--- src/rtl/pid_loop_sequencer.sv ---
// One wall-follower control iteration per sample tick: sense, compute, PWM update,
// with per-stage timeouts and a saturating count of ticks dropped while busy.
module pid_loop_sequencer #(
  parameter int TIMEOUT_CYCLES = 1000,
  parameter int OVR_W          = 8
) (
  input  logic             clk_in,
  input  logic             reset_in,
  input  logic             tick_in,
  input  logic             enable,
  input  logic             clear_err,
  input  logic             sensor_done,
  input  logic             pid_done,
  output logic             sensor_start,
  output logic             pid_start,
  output logic             pwm_update,
  output logic             busy,
  output logic             timeout_err,
  output logic [1:0]       fault_stage,
  output logic [OVR_W-1:0] overrun_count
);

  localparam int TW = (TIMEOUT_CYCLES > 2) ? $clog2(TIMEOUT_CYCLES) : 1;
  localparam logic [TW-1:0] TLAST = TW'(TIMEOUT_CYCLES - 1);

  typedef enum logic [1:0] {
    S_IDLE    = 2'd0,
    S_SENSE   = 2'd1,
    S_COMPUTE = 2'd2,
    S_UPDATE  = 2'd3
  } state_t;

  state_t           state_q, state_d;
  logic [TW-1:0]    timer_q, timer_d;
  logic             sensor_start_q, sensor_start_d;
  logic             pid_start_q, pid_start_d;
  logic             pwm_update_q, pwm_update_d;
  logic             busy_q, busy_d;
  logic             timeout_err_q, timeout_err_d;
  logic [1:0]       fault_stage_q, fault_stage_d;
  logic [OVR_W-1:0] overrun_q, overrun_d;

  always_comb begin
    state_d        = state_q;
    timer_d        = timer_q;
    sensor_start_d = 1'b0;
    pid_start_d    = 1'b0;
    pwm_update_d   = 1'b0;
    timeout_err_d  = timeout_err_q;
    fault_stage_d  = fault_stage_q;
    overrun_d      = overrun_q;

    case (state_q)
      // UPDATE behaves like IDLE on its closing edge so back-to-back ticks are accepted
      S_IDLE, S_UPDATE: begin
        state_d = S_IDLE;
        if (tick_in && enable) begin
          state_d        = S_SENSE;
          timer_d        = '0;
          sensor_start_d = 1'b1;
        end
      end
      S_SENSE: begin
        if (sensor_done) begin
          state_d     = S_COMPUTE;
          timer_d     = '0;
          pid_start_d = 1'b1;
        end else if (timer_q == TLAST) begin
          state_d       = S_IDLE;
          timer_d       = '0;
          timeout_err_d = 1'b1;
          fault_stage_d = 2'b01;
        end else begin
          timer_d = timer_q + 1'b1;
        end
      end
      S_COMPUTE: begin
        if (pid_done) begin
          state_d      = S_UPDATE;
          timer_d      = '0;
          pwm_update_d = 1'b1;
        end else if (timer_q == TLAST) begin
          state_d       = S_IDLE;
          timer_d       = '0;
          timeout_err_d = 1'b1;
          fault_stage_d = 2'b10;
        end else begin
          timer_d = timer_q + 1'b1;
        end
      end
      default: state_d = S_IDLE;
    endcase

    // A tick while waiting on a stage is dropped and counted
    if (tick_in && (state_q == S_SENSE || state_q == S_COMPUTE) && (overrun_q != '1)) begin
      overrun_d = overrun_q + 1'b1;
    end

    if (clear_err) begin
      timeout_err_d = 1'b0;
      fault_stage_d = 2'b00;
      overrun_d     = '0;
    end

    busy_d = (state_d != S_IDLE);
  end

  always_ff @(posedge clk_in or posedge reset_in) begin
    if (reset_in) begin
      state_q        <= S_IDLE;
      timer_q        <= '0;
      sensor_start_q <= 1'b0;
      pid_start_q    <= 1'b0;
      pwm_update_q   <= 1'b0;
      busy_q         <= 1'b0;
      timeout_err_q  <= 1'b0;
      fault_stage_q  <= 2'b00;
      overrun_q      <= '0;
    end else begin
      state_q        <= state_d;
      timer_q        <= timer_d;
      sensor_start_q <= sensor_start_d;
      pid_start_q    <= pid_start_d;
      pwm_update_q   <= pwm_update_d;
      busy_q         <= busy_d;
      timeout_err_q  <= timeout_err_d;
      fault_stage_q  <= fault_stage_d;
      overrun_q      <= overrun_d;
    end
  end

  assign sensor_start  = sensor_start_q;
  assign pid_start     = pid_start_q;
  assign pwm_update    = pwm_update_q;
  assign busy          = busy_q;
  assign timeout_err   = timeout_err_q;
  assign fault_stage   = fault_stage_q;
  assign overrun_count = overrun_q;

endmodule

--- config.mk ---
export PLATFORM = sky130hd
export DESIGN_NAME = pid_loop_sequencer
export DESIGN_NICKNAME = d
export VERILOG_FILES = /design/src/rtl/pid_loop_sequencer.sv
export SDC_FILE = /design/constraint.sdc
export NUM_CORES = 1
export LEC_CHECK = 0
export CAP_MARGIN = 10
export CELL_PAD_IN_SITES_DETAIL_PLACEMENT = 1
export CELL_PAD_IN_SITES_GLOBAL_PLACEMENT = 2
export CORE_ASPECT_RATIO = 1.1
export CORE_MARGIN = 10
export CORE_UTILIZATION = 34
export CTS_BUF_LIST = sky130_fd_sc_hd__clkbuf_4
export DETAILED_ROUTE_END_ITERATION = 10
export PLACE_DENSITY = 0.79
export SYNTH_ARGS = -nofsm -noshare
export SYNTH_HDL_FRONTEND = slang
export SYNTH_SLANG_ARGS = --single-unit
--- constraint.sdc ---
create_clock -name clk_in -period 2.3 [get_ports clk_in]
set_input_delay 0.23 -clock clk_in [delete_from_list [all_inputs] [get_ports clk_in]]
set_output_delay 0.23 -clock clk_in [all_outputs]
set_load 0.01 [all_outputs]
==> out/metrics.yaml <==
syn_inst: 146
initial_utilization_pct: 35.4
fillCellCount: 481
synth.distinct_cells: 41
overflow: 0
routabilityCongestion: 0.837
syn2layout_area_growth_pct: 22.4
worst_pin_slew_ps: 490
cts.sinks: 27
yosysMostFrequentCell: "dfrtp_1"
yosysSeqAreaShare_pct: 48.2
rows: 24
p_comb_share_pct: 41.7
clk_path_buf_depth: 2
ys_ff_latch: 27
relSlewSlack_pct: 67.0
hpwl_um: 2730
cts_setup_buffers: 0
hold_viol: 0
dr.pass1.iters: 4
critPathMaxFanout: 14
cts_root_buffer: "clkbuf_4"
ys_warn_count: 0
synth_edf_count: 0
postCtsResizedCells: 0
required_ps: 2540
cp-end-kind: "register"
drc: 0
p_leak_nw: 0.734
min_period_ps: 2160
grt_max_degree: 28
avgSynthCellArea_um2: 9.61
grt_setup_unrepaired: "no"
setup_viol: 0
numCtsBuffers: 3
grt_pass1_vias: 1364
p_sw_uw: 486
die_area_mm2: 0.00710
synth_commonest_cells: "dfrtp_1 (27), nand2_1 (18), nor2_1 (10)"
drive_gt1_share_pct: 7.06
peakVddDrop_mv: 0.239
first_iter_violations: 83
synthArstFlopShare_pct: 100
clock_latency_ps: 330
cts_max_level: 1
worstSetupPathType: "register to register"
fmax_mhz: 462
synth_nets: 157
die-height_um: 87.4
period_share_pct: 94.1
p_clk_share_pct: 15.8
max_cap_violations: 0
antenna_cells: 0
setup_tns_ps: 0
swShare_pct: 36.2
finalNonFillerCells: 222
synth_area_leader_cell: "dfrtp_1"
clk_pin_slew_ps: 160
port_buffers: 21
yosys_most_used_dff: "dfrtp_1"
synth_top_area_share_pct: 48.2
via_per_inst: 5.45
core-area_mm2: 0.00396
nets: 182
p_int_uw: 855
grt_antenna_before_repair: 0
synthesis.area_mm2: 0.00140
postCtsHoldBufs: 0
globalRouteTotalUtil_pct: 11.0
cts_tree: "yes"
arrival_ps: 2410
clock_skew_ps: 10.7
power_density_mw_per_mm2: 781
setup.worst_path.start_class: "register"
synth.area.top_cells: "dfrtp_1 (48%), nand2_1 (4.8%), ha_1 (3.6%)"
p_seq_share_pct: 42.5
vias: 1211
ioPinCount: 22
slew_viol_final: 0
die_w_um: 81.2
wl_per_cell_um: 16.0
status: "complete, no violations"
worstRegToRegCells: 5
hold_class: "primary input to asynchronous set/reset pin"
ant_nets: 0
grt_pass1_wl_um: 6360
wirelength_um: 3550
dp.cells: 218
==> worst max-delay path, stage by stage, from the launching register on <==
cell and delay (ps):
dfrtp_1 440, ha_1 220, nand2_1 150, or4_4 650, a311o_1 380, a2bb2o_4 220
==> layout make-up <==
class	count	area [µm²]	share of cell area, %
well taps	52	65.1	3.79
repair buffers	25	240	14.0
multi-input cells	107	682	39.7
inverters	7	26.3	1.53
clock inverters	1	5.00	0.292
clock buffers	3	22.5	1.31
flip-flops and latches	27	676	39.4
==> cell usage in the layout, fill, tap and decap left out, drive strengths merged, types with 2 or more instances in the layout <==
| master | instances |
|---|---|
| buf | 4 |
| inv | 7 |
| nand2b | 4 |
| a21oi | 6 |
| nand4 | 3 |
| dfrtp | 27 |
| nand2 | 18 |
| o211ai | 4 |
| or4 | 2 |
| nor2 | 10 |
| o21ai | 5 |
| xor2 | 4 |
| a31oi | 7 |
| ha | 4 |
| or3b | 2 |
| nor4 | 2 |
| and2 | 3 |
| nand3 | 8 |
| clkbuf | 3 |
| nor3 | 3 |
| clkdlybuf4s50 | 21 |
| and3 | 2 |
| nor2b | 2 |
==> layer usage <==
layer	vias up	part of all wire, %	global-route usage, %
li1	577	-	-
met1	617	42	12.3
met2	15	53	20.2
met3	2	4.6	2.27
met4	0	0.65	3.15
met5	-	0	0
==> power by group through the flow <==
stage / clock network, mW / registers [mW] / logic [mW]
floorplan: 0 / 0.589 / 0.369
global placement: 0 / 0.578 / 0.547
detailed placement: 0 / 0.580 / 0.565
CTS: 0.225 / 0.571 / 0.572
global route: 0.241 / 0.582 / 0.621
finish: 0.211 / 0.570 / 0.560
==> path summary, 6_finish.rpt <==
check                            startpoint            to  slack, ps
worst max-delay path             timer_q[0]          busy        140
worst min-delay path               reset_in    timer_q[7]        260
worst max register to register   timer_q[0]          busy        140
worst min register to register  timeout_err   timeout_err        520
max in group asynchronous          reset_in    timer_q[5]       1770
min in group clk_in                  enable  sensor_start        510
==> logic make-up after synthesis <==
kind of cell	Yosys count	share of synthesized area, %
AOI/OAI and AO/OA	35	18.5
muxes	1	0.714
adders and majority gates	4	3.57
DFF	27	48.2
buffers and inverters	12	3.21
and+or+nand+nor	62	22.7
xor gates and xnor gates	5	3.12
==> per-stage QoR <==
step | power (mW) | setup slack (ps) | instance area [µm²] | hold slack [ps] | utilization, %
after floorplan | 0.958 | 402 | 1400 | 283 | -
after global placement | 1.12 | 239 | 1690 | 476 | 42.6
after detailed placement | 1.15 | 156 | 1690 | 493 | 42.6
after CTS | 1.37 | 132 | 1720 | 268 | 43.3
after global routing | 1.44 | 30.6 | 1720 | 307 | 43.3
final | 1.34 | 135 | 1720 | 258 | 43.3
==> sequential cells by signal (all words and copies together) (netlist names) <==
signal	flops
timer_q	10
sensor_start	1
pid_start	1
busy	1
fault_stage	2
pwm_update	1
timeout_err	1
overrun_count	8
state_q	2
Note: power is estimated with default switching activity, not from simulation.
